==> config.mk <==
export PLATFORM = sky130hd
export DESIGN_NAME = uart_cmd_sender_flat
export DESIGN_NICKNAME = d
export VERILOG_FILES = /design/src/rtl/uart_cmd_pkg.sv /design/src/rtl/uart_cmd_sender_if.sv /design/src/rtl/uart_tx_byte.sv /design/src/rtl/uart_cmd_sender.sv /design/src/flat_wrapper.sv
export SDC_FILE = /design/constraint.sdc
export NUM_CORES = 1
export LEC_CHECK = 0
export CAP_MARGIN = 20
export CORE_UTILIZATION = 33
export CTS_CLUSTER_DIAMETER = 40
export CTS_CLUSTER_SIZE = 28
export DETAILED_ROUTE_END_ITERATION = 10
export GPL_ROUTABILITY_DRIVEN = 0
export GPL_TIMING_DRIVEN = 0
export PLACE_DENSITY = 0.53
export RECOVER_POWER = 50
export SLEW_MARGIN = 15
export SYNTH_ARGS = -nofsm -noshare
export SYNTH_HDL_FRONTEND = slang
export SYNTH_SLANG_ARGS = --single-unit
==> constraint.sdc <==
create_clock -name clk50MHz -period 5.5 [get_ports clk50MHz]
set_input_delay 1.1 -clock clk50MHz [delete_from_list [all_inputs] [get_ports clk50MHz]]
set_output_delay 1.1 -clock clk50MHz [all_outputs]
set_load 0.01 [all_outputs]
==> src/rtl/uart_cmd_pkg.sv <==
// Shared constants and types for the UART command sender.
// UART_CMD_CHECKSUM_EN lengthens each frame by one trailing XOR checksum byte.
package uart_cmd_pkg;

    localparam logic [7:0] CMD_WRITE = 8'h56;
    localparam logic [7:0] CMD_READ  = 8'h55;

`ifdef UART_CMD_CHECKSUM_EN
    localparam logic [3:0] WRITE_LEN = 4'd10;
    localparam logic [3:0] READ_LEN  = 4'd6;
`else
    localparam logic [3:0] WRITE_LEN = 4'd9;
    localparam logic [3:0] READ_LEN  = 4'd5;
`endif

    typedef enum logic [2:0] {
        StIdle,
        StStart,
        StData,
        StStop,
        StGap,
        StDone
    } state_e;

    // Byte idx of a frame: opcode, addr LSB..MSB, then data LSB..MSB.
    function automatic logic [7:0] frame_byte(input logic [3:0]  idx,
                                              input logic [7:0]  opcode,
                                              input logic [31:0] addr,
                                              input logic [31:0] data);
        logic [7:0] b;
        b = 8'h00;
        case (idx)
            4'd0:    b = opcode;
            4'd1:    b = addr[7:0];
            4'd2:    b = addr[15:8];
            4'd3:    b = addr[23:16];
            4'd4:    b = addr[31:24];
            4'd5:    b = data[7:0];
            4'd6:    b = data[15:8];
            4'd7:    b = data[23:16];
            4'd8:    b = data[31:24];
            default: b = 8'h00;
        endcase
        return b;
    endfunction

endpackage

==> src/rtl/uart_cmd_sender_if.sv <==
// Command request handshake between a test master and the UART command sender.
interface uart_cmd_sender_if;

    logic        cmd_valid;
    logic        cmd_ready;
    logic        cmd_write;
    logic [31:0] cmd_addr;
    logic [31:0] cmd_data;

    modport master (
        output cmd_valid,
        output cmd_write,
        output cmd_addr,
        output cmd_data,
        input  cmd_ready
    );

    modport slave (
        input  cmd_valid,
        input  cmd_write,
        input  cmd_addr,
        input  cmd_data,
        output cmd_ready
    );

endinterface

==> src/rtl/uart_tx_byte.sv <==
// 8N1 byte serializer; a new byte may be started in the last cycle of the stop bit,
// so consecutive bytes can run back-to-back.
module uart_tx_byte #(
    parameter int unsigned CLKS_PER_BIT = 4
) (
    input  logic       clk50MHz,
    input  logic       reset,
    input  logic       start,
    input  logic [7:0] data,
    output logic       tx,
    output logic       idle,
    output logic       phase_end
);

    localparam int unsigned CntW = (CLKS_PER_BIT > 1) ? $clog2(CLKS_PER_BIT) : 1;
    localparam logic [CntW-1:0] CntLast = CntW'(CLKS_PER_BIT - 1);

    logic            busy_q, busy_d;
    logic [3:0]      bit_q, bit_d;
    logic [CntW-1:0] cnt_q, cnt_d;
    logic [7:0]      shift_q, shift_d;
    logic            tx_q, tx_d;
    logic            cnt_last;

    assign cnt_last = (cnt_q == CntLast);
    assign tx       = tx_q;

    // bit_q: 0 = start bit, 1..8 = data bits, 9 = stop bit.
    always_comb begin
        phase_end = busy_q && cnt_last && ((bit_q == 4'd0) || (bit_q == 4'd8) || (bit_q == 4'd9));
        idle      = !busy_q || (cnt_last && (bit_q == 4'd9));
    end

    always_comb begin
        busy_d  = busy_q;
        bit_d   = bit_q;
        cnt_d   = cnt_q;
        shift_d = shift_q;
        tx_d    = tx_q;
        if (start && idle) begin
            busy_d  = 1'b1;
            bit_d   = 4'd0;
            cnt_d   = '0;
            shift_d = data;
            tx_d    = 1'b0;
        end else if (busy_q) begin
            if (cnt_last) begin
                cnt_d = '0;
                if (bit_q == 4'd9) begin
                    busy_d = 1'b0;
                    bit_d  = 4'd0;
                    tx_d   = 1'b1;
                end else begin
                    bit_d = bit_q + 4'd1;
                    if (bit_q == 4'd8) begin
                        tx_d = 1'b1;
                    end else begin
                        tx_d    = shift_q[0];
                        shift_d = {1'b0, shift_q[7:1]};
                    end
                end
            end else begin
                cnt_d = cnt_q + 1'b1;
            end
        end
    end

    always_ff @(posedge clk50MHz) begin
        if (reset) begin
            busy_q  <= 1'b0;
            bit_q   <= 4'd0;
            cnt_q   <= '0;
            shift_q <= 8'h00;
            tx_q    <= 1'b1;
        end else begin
            busy_q  <= busy_d;
            bit_q   <= bit_d;
            cnt_q   <= cnt_d;
            shift_q <= shift_d;
            tx_q    <= tx_d;
        end
    end

endmodule

==> src/rtl/uart_cmd_sender.sv <==
// Frames read/write memory commands and sends them as UART 8N1 bytes with idle gaps.
// UART_CMD_CHECKSUM_EN appends an XOR-of-all-bytes checksum to every frame.
module uart_cmd_sender
    import uart_cmd_pkg::*;
#(
    parameter int unsigned INPUT_CLOCK  = 50000000,
    parameter int unsigned UART_BAUD    = 9600,
    parameter int unsigned CLKS_PER_BIT = INPUT_CLOCK / UART_BAUD,
    parameter int unsigned GAP_BITS     = 2
) (
    input  logic                clk50MHz,
    input  logic                reset,
    uart_cmd_sender_if.slave    cmd,
    output logic                tx,
    output logic                busy,
    output logic                done
);

    localparam int unsigned GapCycles = GAP_BITS * CLKS_PER_BIT;
    localparam int unsigned GapW      = (GapCycles > 1) ? $clog2(GapCycles) : 1;
    localparam logic [GapW-1:0] GapLast = GapW'(GapCycles - 1);

    state_e          state_q, state_d;
    logic            write_q, write_d;
    logic [31:0]     addr_q, addr_d;
    logic [31:0]     data_q, data_d;
    logic [3:0]      idx_q, idx_d;
    logic [GapW-1:0] gap_q, gap_d;
`ifdef UART_CMD_CHECKSUM_EN
    logic [7:0]      csum_q, csum_d;
`endif

    logic       ready;
    logic       accept;
    logic       ser_start;
    logic       ser_idle;
    logic       ser_phase_end;
    logic [7:0] ser_byte;
    logic [7:0] next_byte;
    logic [3:0] next_idx;
    logic [3:0] last_idx;

    assign accept   = cmd.cmd_valid && ready;
    assign next_idx = idx_q + 4'd1;
    assign last_idx = (write_q ? WRITE_LEN : READ_LEN) - 4'd1;

    always_comb begin
        next_byte = frame_byte(next_idx, write_q ? CMD_WRITE : CMD_READ, addr_q, data_q);
`ifdef UART_CMD_CHECKSUM_EN
        if (next_idx == last_idx) begin
            next_byte = csum_q;
        end
`endif
    end

    always_ff @(posedge clk50MHz) begin
        if (reset) begin
            state_q <= StIdle;
        end else begin
            state_q <= state_d;
        end
    end

    always_ff @(posedge clk50MHz) begin
        if (reset) begin
            write_q <= 1'b0;
            addr_q  <= '0;
            data_q  <= '0;
            idx_q   <= '0;
            gap_q   <= '0;
`ifdef UART_CMD_CHECKSUM_EN
            csum_q  <= '0;
`endif
        end else begin
            write_q <= write_d;
            addr_q  <= addr_d;
            data_q  <= data_d;
            idx_q   <= idx_d;
            gap_q   <= gap_d;
`ifdef UART_CMD_CHECKSUM_EN
            csum_q  <= csum_d;
`endif
        end
    end

    // The opcode is handed to the serializer in the accept cycle so the start bit
    // appears in the very next cycle.
    always_comb begin
        state_d   = state_q;
        write_d   = write_q;
        addr_d    = addr_q;
        data_d    = data_q;
        idx_d     = idx_q;
        gap_d     = gap_q;
`ifdef UART_CMD_CHECKSUM_EN
        csum_d    = csum_q;
`endif
        ser_start = 1'b0;
        ser_byte  = next_byte;
        unique case (state_q)
            StIdle, StDone: begin
                if (accept) begin
                    ser_start = 1'b1;
                    ser_byte  = cmd.cmd_write ? CMD_WRITE : CMD_READ;
                    write_d   = cmd.cmd_write;
                    addr_d    = cmd.cmd_addr;
                    data_d    = cmd.cmd_data;
                    idx_d     = 4'd0;
`ifdef UART_CMD_CHECKSUM_EN
                    csum_d    = ser_byte;
`endif
                    state_d   = StStart;
                end else begin
                    state_d = StIdle;
                end
            end
            StStart: begin
                if (ser_phase_end) begin
                    state_d = StData;
                end
            end
            StData: begin
                if (ser_phase_end) begin
                    state_d = StStop;
                end
            end
            StStop: begin
                if (ser_phase_end) begin
                    if (idx_q == last_idx) begin
                        state_d = StDone;
                    end else if (GAP_BITS == 0) begin
                        ser_start = 1'b1;
                        idx_d     = next_idx;
`ifdef UART_CMD_CHECKSUM_EN
                        csum_d    = csum_q ^ next_byte;
`endif
                        state_d   = StStart;
                    end else begin
                        gap_d   = '0;
                        state_d = StGap;
                    end
                end
            end
            StGap: begin
                if (gap_q == GapLast) begin
                    ser_start = 1'b1;
                    idx_d     = next_idx;
`ifdef UART_CMD_CHECKSUM_EN
                    csum_d    = csum_q ^ next_byte;
`endif
                    state_d   = StStart;
                end else begin
                    gap_d = gap_q + 1'b1;
                end
            end
            default: state_d = StIdle;
        endcase
    end

    always_comb begin
        ready = 1'b0;
        busy  = 1'b1;
        done  = 1'b0;
        unique case (state_q)
            StIdle: begin
                ready = ser_idle;
                busy  = 1'b0;
            end
            StDone: begin
                ready = ser_idle;
                busy  = 1'b0;
                done  = 1'b1;
            end
            default: ;
        endcase
        cmd.cmd_ready = ready;
    end

    uart_tx_byte #(
        .CLKS_PER_BIT(CLKS_PER_BIT)
    ) u_tx_byte (
        .clk50MHz (clk50MHz),
        .reset    (reset),
        .start    (ser_start),
        .data     (ser_byte),
        .tx       (tx),
        .idle     (ser_idle),
        .phase_end(ser_phase_end)
    );

endmodule
==> src/flat_wrapper.sv <==
// flat-port wrapper written by rule: the top's interface ports become plain ports
module uart_cmd_sender_flat import uart_cmd_pkg::*;
#(
    parameter int unsigned INPUT_CLOCK  = 50000000,
    parameter int unsigned UART_BAUD    = 9600,
    parameter int unsigned CLKS_PER_BIT = INPUT_CLOCK / UART_BAUD,
    parameter int unsigned GAP_BITS     = 2
)
  (clk50MHz, reset, tx, busy, done, cmd_cmd_valid, cmd_cmd_write, cmd_cmd_addr, cmd_cmd_data, cmd_cmd_ready);
  uart_cmd_sender_if cmd_i ();
  input  logic clk50MHz;
  input  logic reset;
  output logic tx;
  output logic busy;
  output logic done;
  input wire logic [$bits(cmd_i.cmd_valid)-1:0] cmd_cmd_valid;
  input wire logic [$bits(cmd_i.cmd_write)-1:0] cmd_cmd_write;
  input wire logic [$bits(cmd_i.cmd_addr)-1:0] cmd_cmd_addr;
  input wire logic [$bits(cmd_i.cmd_data)-1:0] cmd_cmd_data;
  output wire logic [$bits(cmd_i.cmd_ready)-1:0] cmd_cmd_ready;
  assign cmd_i.cmd_valid = cmd_cmd_valid;
  assign cmd_i.cmd_write = cmd_cmd_write;
  assign cmd_i.cmd_addr = cmd_cmd_addr;
  assign cmd_i.cmd_data = cmd_cmd_data;
  assign cmd_cmd_ready = cmd_i.cmd_ready;
  uart_cmd_sender #(.INPUT_CLOCK(INPUT_CLOCK), .UART_BAUD(UART_BAUD), .CLKS_PER_BIT(CLKS_PER_BIT), .GAP_BITS(GAP_BITS)) u_core (.clk50MHz(clk50MHz), .reset(reset), .cmd(cmd_i), .tx(tx), .busy(busy), .done(done));
endmodule
==> impl_metrics.yaml, run 1 <==
sta:
  rsz0062_at_grt: "false"
  drv_slew: 0
  fin_crit_sh_pct: 68.91
  finalSetupViolations: 0
  slew_headroom_pct: 26.55
  hold_viol_final: 0
  final.setup.tns_ns: 0
  max_freq_mhz: 263.8
  period_minus_slack_ns: 3.790
  hold_slack_ns: 0.4562
  fin_skew_ns: 0.01263
  tightest_slew_ns: 1.090
logic_synthesis:
  avgSynthCellArea_sq_um: 7.941
  synthesis.area_sq_mm: 0.005709
  synth_warnings: 0
  synth_largest_area_cell: "dfxtp_1"
  synth_edf_count: 0
  async_reset_ff_share_pct: 0
  synth_flop_cell: "dfxtp_1"
  ys_ff_latch: 113
  synth_top_area_share_pct: 39.62
  yosysMostFrequentCell: "nand2_1"
  yosys-top-cells-area: "dfxtp_1, nand2_1, a21oi_1"
  seq_area_frac_synth_pct: 39.62
  ys_types: 70
  netlist_instances: 719
  synth_fp_nets: 794
  synth_common_cells: "nand2_1, dfxtp_1, a21oi_1"
floorplan:
  ioPinCount: 72
  die_w_um: 133.5
  die_area_sq_mm: 0.01783
  core-area_sq_mm: 0.01676
  row_count: 47
  die_h_um: 133.5
  floorplan.initialDensity_pct: 34.06
clock_tree:
  post_cts_buffers: 0
  numCtsBuffers: 17
  cts-root-buf: "clkbuf_16"
  ctsHoldBuffers: 0
  cts_resized: 0
  clk_latency_ns: 0.42
  cts_max_level: 4
  cts_tree: "built"
  cts_sinks: 113
  cts.clk_slew.worst_paths_ns: 0.05
  clockBufferDepth: 2
job:
  max_cap_violations: 0
worst_setup_path:
  start_kind: "register"
  worstSetupPathType: "reg2out"
  end_kind: "output pin"
  worstPathRequired_ns: 4.40
  crit_fanout: 6
  arrival_ns: 2.69
power:
  power.density_mw_per_mm2: 303.6
  leakage_nw: 2.639
  peakVddDrop_v: 0.0002062
final_layout:
  syn_to_final_growth_pct: 26.63
  antenna_cells: 0
  drive_gt1_share_pct: 7.674
  final_nets: 884
global_route:
  grt_pass1_wl_mm: 27.74
  grt_pass1_vias: 5420
  antenna_found_initial: 0
  overflow: 0
  grt_usage_pct: 20.10
  grt_max_degree: 17
route:
  num_vias: 5499
  final_antenna_net_count: 0
  wl_mm: 17.09
  post_drt_wl_per_cell_um: 16.41
  vias_per_cell: 5.282
  drtIter0Drc: 380
  drt-pass1-iter-count: 4
  drcViolationCount: 0
placed_design:
  port-buffer-count: 71
  hpwlAfterDp_mm: 12.77
hold_path:
  hold_path.class: "reg2reg"
status:
  status: "completed"
critical path: stages, from the launching register on:
cell and delay, ns:
dfxtp_1 0.33, or4b_4 0.58, o41ai_4 0.61, and2_2 0.23, clkdlybuf4s50_1 0.52
report_power, final:
part	internal, W	total, W	switching, W	leakage (nW)
combinational	0.000106	0.000227	0.000121	1.44
sequential	0.000864	0.000902	0.0000376	0.921
clock	0.000683	0.00107	0.000383	0.275
total	0.00165	0.00220	0.000541	2.64
sequential cells by signal, summed over array words and instances, names as in the netlist:
signal	count
u_core.addr_q	32
u_core.data_q	32
u_core.gap_q	14
u_core.u_tx_byte.cnt_q	13
u_core.u_tx_byte.shift_q	8
u_core.idx_q	4
u_core.u_tx_byte.bit_q	4
u_core.state_q	3
u_core.u_tx_byte.busy_q	1
u_core.u_tx_byte.tx	1
u_core.write_q	1
cell families (layout without fill, tap and decap cells):
family / after synthesis / count (layout) / share of synthesized area, %
compound gates: 177 / 177 / 20.34
xor+xnor: 30 / 30 / 4.602
fa+ha+maj: 7 / 7 / 1.534
buf+inv: 62 / 164 / 5.545
flops: 113 / 113 / 39.62
mux: 15 / 15 / 2.805
simple gates: 315 / 315 / 25.55
stage by stage:
step | power [W] | cells | setup WS, ns | util [%] | instance area, sq um
4_1_cts | 0.002216 | 1041 | 1.655 | 43.36 | 7267
6_report | 0.002195 | 1041 | 1.710 | 43.14 | 7229
2_1_floorplan | 0.001035 | 719 | 2.827 | - | 5709
3_3_place_gp | 0.001144 | 1010 | 2.099 | 39.95 | 6695
3_5_place_dp | 0.001149 | 1010 | 2.104 | 39.95 | 6695
5_1_grt | 0.002287 | 1041 | 1.589 | 43.14 | 7229
placed cells by master (no fill, tap or decap), drive strengths merged, types with 10 or more instances in the layout:
cell	count
clkbuf	62
dfxtp	113
xor2	24
nand4	10
clkdlybuf4s50	68
a22oi	12
nand2	178
a21oi	89
and3	17
inv	13
o21ai	19
nor2	51
nand3	16
routing by layer:
| metal | routed length, um | GRT usage [%] |
|---|---|---|
| met1 | 8364 | 27.48 |
| met3 | 845 | 4.604 |
| met5 | 0 | 0 |
| met2 | 7640 | 31.02 |
| met4 | 238 | 6.692 |
final timing paths:
kind                                           startpoint           endpoint  slack, ns  cells past startpoint
worst max-delay path            u_core.u_tx_byte.cnt_q[5]      cmd_cmd_ready       1.71                      4
worst max register to register  u_core.u_tx_byte.cnt_q[5]  u_core.data_q[28]       2.27                      8
worst min register to register          u_core.addr_q[17]  u_core.addr_q[17]       0.46                      2
worst min-delay path                    u_core.addr_q[17]  u_core.addr_q[17]       0.46                      2
cell type report:
cell class / instances / area [sq um]
Fill cell: 1695 / 9530
Multi-Input combinational cell: 544 / 3105
Sequential cell: 113 / 2262
Timing Repair Buffer: 71 / 710.7
Clock buffer: 21 / 460.4
Tap cell: 220 / 275.3
Buffer: 49 / 255.2
Clock inverter: 10 / 111.4
Inverter: 13 / 48.80
Note: power is estimated with default switching activity, not from simulation.
==> run 2: changes to the inputs <==
==> constraint.sdc (replaced) <==
create_clock -name clk50MHz -period 3.51 [get_ports clk50MHz]
set_input_delay 0.702 -clock clk50MHz [delete_from_list [all_inputs] [get_ports clk50MHz]]
set_output_delay 0.702 -clock clk50MHz [all_outputs]
set_load 0.01 [all_outputs]
==> impl_metrics.yaml, run 2 (same netlist as run 1, synthesis figures left out) <==
route:
  num_vias: 5469
  vias_per_cell: 5.249
  drtIter0Drc: 403
  drt-pass1-iter-count: 5
  post_drt_wl_per_cell_um: 16.40
  drcViolationCount: 0
  final_antenna_net_count: 0
  wl_mm: 17.09
sta:
  period_minus_slack_ns: 3.220
  max_freq_mhz: 310.6
  hold_viol_final: 0
  tightest_slew_ns: 1.063
  hold_slack_ns: 0.4561
  rsz0062_at_grt: "false"
  drv_slew: 0
  fin_crit_sh_pct: 91.73
  finalSetupViolations: 0
  fin_skew_ns: 0.01181
  slew_headroom_pct: 28.21
  final.setup.tns_ns: 0
clock_tree:
  cts-root-buf: "clkbuf_16"
  numCtsBuffers: 17
  cts_sinks: 113
  cts_tree: "built"
  clockBufferDepth: 2
  clk_latency_ns: 0.42
  cts_resized: 0
  cts_max_level: 4
  cts.clk_slew.worst_paths_ns: 0.05
floorplan:
  core-area_sq_mm: 0.01676
  row_count: 47
  die_h_um: 133.5
  floorplan.initialDensity_pct: 34.06
  die_w_um: 133.5
  ioPinCount: 72
  die_area_sq_mm: 0.01783
worst_setup_path:
  start_kind: "register"
  worstPathRequired_ns: 2.81
  crit_fanout: 3
  worstSetupPathType: "reg2out"
  end_kind: "output pin"
  arrival_ns: 2.52
final_layout:
  drive_gt1_share_pct: 7.543
  antenna_cells: 0
  final_nets: 885
  final_cell_mix: "nand2_1, dfxtp_1, a21oi_1"
  top_regs: "u_core.addr_q (32), u_core.data_q (32), u_core.gap_q (14)"
  syn_to_final_growth_pct: 26.67
  final_common_cell: "nand2_1"
status:
  status: "completed"
global_route:
  grt_max_degree: 17
  grt_usage_pct: 20.10
  overflow: 0
  grt_pass1_wl_mm: 27.74
  antenna_found_initial: 0
  grt_pass1_vias: 5420
placed_design:
  hpwlAfterDp_mm: 12.77
  port-buffer-count: 71
power:
  power.density_mw_per_mm2: 475.4
  peakVddDrop_v: 0.0003236
  leakage_nw: 2.639
  p_total_w: 0.003438
job:
  max_cap_violations: 0
hold_path:
  hold_path.class: "reg2reg"
==> run 2: worst max-delay path, cell delays in order (launching register included) <==
cell and delay (ns):
dfxtp_1 0.36, or4bb_2 0.68, o41ai_4 0.35, and2_2 0.19, clkdlybuf4s50_1 0.52
==> run 2: area by class of cell <==
class | instances | area, sq um
fill | 1695 | 9528
multi-input combinational | 544 | 3105
sequential | 113 | 2262
timing repair buffer | 72 | 714.4
clock buffer | 21 | 460.4
tap | 220 | 275.3
buffer | 49 | 254.0
clock inverter | 10 | 111.4
inverter | 13 | 48.80
==> run 2: per-layer routing <==
layer  track usage [%]  vias to the layer above  routed length (um)
met3             4.604                       20                 823
met4             6.692                        0                 218
met5                 0                        -                   0
met1             27.48                     2595                8412
met2             31.02                      166                7635
li1                  -                     2688                   -
==> run 2: repair_timing <==
| item | 4_1_cts | 5_1_grt |
|---|---|---|
| endpoints found under the setup margin | 0 | 1 |
| hold buffers | 0 | 0 |
| setup buffers | 0 | 1 |
==> run 2: where the power goes <==
group	switching, W	internal, W	total [W]	leakage [nW]
clock network	0.000597	0.00107	0.00167	0.275
registers	0.0000592	0.00135	0.00141	0.921
logic	0.000190	0.000167	0.000357	1.44
total	0.000846	0.00259	0.00344	2.64
==> run 2: final timing paths <==
kind	start	end	slack [ns]	cells past startpoint
min reg2reg	u_core.addr_q[17]	u_core.addr_q[17]	0.46	2
max	u_core.u_tx_byte.cnt_q[10]	cmd_cmd_ready	0.29	4
min	u_core.addr_q[17]	u_core.addr_q[17]	0.46	2
max reg2reg	u_core.u_tx_byte.cnt_q[10]	u_core.data_q[19]	0.30	9
==> run 2: metrics by stage <==
stage | std cells | worst slack, ns | utilization (%) | area (sq um)
after floorplan | 719 | 1.128 | - | 5709
after global placement | 1010 | 0.5071 | 39.95 | 6695
after detailed placement | 1010 | 0.5117 | 39.95 | 6695
after CTS | 1041 | 0.06288 | 43.36 | 7267
after global routing | 1042 | 0.1034 | 43.15 | 7232
final | 1042 | 0.2904 | 43.15 | 7232
==> run 3: changes to the inputs <==
--- a/config.mk
+++ b/config.mk
@@ -6,6 +6,7 @@
 export NUM_CORES = 1
 export LEC_CHECK = 0
 export CAP_MARGIN = 20
+export CORE_ASPECT_RATIO = 1.1
 export CORE_UTILIZATION = 33
 export CTS_CLUSTER_DIAMETER = 40
 export CTS_CLUSTER_SIZE = 28
==> impl_metrics.yaml, run 3 (same netlist as run 1, synthesis figures left out) <==
power:
  power.density_mw_per_mm2: 492.9
  power.share.clock_pct: 51.0
  power.internal_w: 0.002714
  seq_power_share_pct: 39.1
  p_total_w: 0.003610
  p_sw_share_pct: 24.83
  leakage_nw: 2.676
  p_comb_share_pct: 9.9
  peakVddDrop_v: 0.0003309
  p_sw_w: 0.0008964
worst_setup_path:
  r2r_slack_ns: 0.32
  slowest_stage: "or4bb_2"
  r2r_start: "u_core.u_tx_byte.cnt_q[3]"
  max_stage_delay_ns: 0.71
  crit_fanout: 4
  reg2reg_depth: 9
  endpoint: "cmd_cmd_ready"
  arrival_ns: 2.55
  startpoint: "u_core.u_tx_byte.cnt_q[3]"
  path_cells: "or4bb_2 -> o41ai_4 -> and2_2 -> clkdlybuf4s50_1"
  start_kind: "register"
  r2r_end: "u_core.data_q[10]"
  worstSetupPathType: "reg2out"
  worstPathRequired_ns: 2.81
  end_kind: "output pin"
final_layout:
  final_nets: 887
  syn_to_final_growth_pct: 28.29
  drive_gt1_share_pct: 8.242
  top_regs: "u_core.addr_q (32), u_core.data_q (32), u_core.gap_q (14)"
  final_cell_mix: "nand2_1, dfxtp_1, a21oi_1"
  fin_area_sq_mm: 0.007325
  multi_input_area_sq_mm: 0.003105
  antenna_cells: 0
  ff_latch_area_sq_mm: 0.002262
  final_util_pct: 43.20
  final_common_cell: "nand2_1"
  fill_cells: 1759
global_route:
  overflow: 0
  grt_max_degree: 17
  antenna_found_initial: 0
  grt_pass1_vias: 5295
  grt_pass1_wl_mm: 26.95
  grt_usage_pct: 19.68
sta:
  hold_viol_final: 0
  tightest_slew_ns: 1.123
  setup_ws_ns: 0.2625
  drv_slew: 0
  period_minus_slack_ns: 3.248
  fin_crit_sh_pct: 92.52
  rsz0062_at_grt: "false"
  finalSetupViolations: 0
  slew_headroom_pct: 24.48
  max_freq_mhz: 307.9
  fin_skew_ns: 0.007343
  final.setup.tns_ns: 0
hold_path:
  hold_path.class: "reg2reg"
clock_tree:
  cts_sinks: 113
  cts_tree: "built"
  cts.clk_slew.worst_paths_ns: 0.05
  cts_resized: 0
  numCtsBuffers: 17
  clk_latency_ns: 0.43
  cts-root-buf: "clkbuf_16"
  clockBufferDepth: 2
  cts_max_level: 4
floorplan:
  core-area_sq_mm: 0.01695
  floorplan.initialDensity_pct: 33.68
  row_count: 50
  die_w_um: 127.4
  ioPinCount: 72
  die_area_sq_mm: 0.01783
  die_h_um: 140.0
route:
  drcViolationCount: 0
  wl_mm: 17.15
  final_antenna_net_count: 0
  post_drt_wl_per_cell_um: 16.19
  vias_per_cell: 5.180
  drt-pass1-iter-count: 6
  num_vias: 5486
  drtIter0Drc: 455
placed_design:
  port-buffer-count: 71
  place_area_sq_mm: 0.006718
  hpwlAfterDp_mm: 12.79
  dp_slack_ns: 0.5051
status:
  status: "completed"
job:
  max_cap_violations: 0
run 3: changes by cell type in the layout (fill, tap and decap cells not counted), moves of 2 or more:
cell and delta:
inv_6 +3, clkbuf_8 -2, buf_2 +2, clkbuf_1 -3
clkinv_4 +2, clkinv_2 -3, bufinv_16 +2
run 3: power by group through the flow:
stage	combinational, W	clock [W]	sequential [W]
3_5_place_dp	0.000360	0	0.00144
4_1_cts	0.000362	0.00187	0.00141
2_1_floorplan	0.000209	0	0.00141
6_report	0.000356	0.00184	0.00141
3_3_place_gp	0.000354	0	0.00144
5_1_grt	0.000393	0.00194	0.00142
run 3: worst min-delay path by stage:
stage / startpoint / end / slack [ns] / depth (start not counted)
after floorplan: u_core.addr_q[0] / u_core.addr_q[0] / 0.44 / 2
after global placement: u_core.addr_q[4] / u_core.addr_q[4] / 0.44 / 2
after detailed placement: u_core.addr_q[4] / u_core.addr_q[4] / 0.46 / 2
after CTS: u_core.addr_q[4] / u_core.addr_q[4] / 0.46 / 2
after global routing: u_core.data_q[23] / u_core.data_q[23] / 0.48 / 2
final: u_core.addr_q[4] / u_core.addr_q[4] / 0.46 / 2
run 3: repair_timing:
item / CTS / global route
setup buffers: 0 / 1
endpoints found under the setup margin: 0 / 1
hold buffers: 0 / 0
run 3: final cells by class:
cell class | instances | share of cell area [%]
clock buffer | 17 | 5.808
tap | 234 | 3.997
inverter | 13 | 0.6662
multi-input combinational | 544 | 42.40
timing repair buffer | 74 | 9.891
clock inverter | 15 | 2.836
sequential | 113 | 30.88
buffer | 49 | 3.519
run 3: worst max-delay path, delay by kind of cell, from the launching register on:
family	cells	cell delay (ns)
DFF	1	0.35
AOI/OAI and AO/OA	1	0.36
buffers and inverters	1	0.52
and+or+nand+nor	2	0.90
run 3: stage by stage:
step / instances / hold slack (ns)
final: 1059 / 0.4617
after global routing: 1059 / 0.4814
after CTS: 1057 / 0.4618
after detailed placement: 1025 / 0.4559
after global placement: 1024 / 0.4436
after floorplan: 719 / 0.4357
run 3: metal layers:
metal | global-route usage [%] | vias up | part of all wire (%)
met5 | 0 | - | 0
met4 | 11.40 | 0 | 4.0
met3 | 5.118 | 43 | 4.4
met2 | 32.44 | 167 | 48
met1 | 23.02 | 2572 | 44
li1 | - | 2704 | -
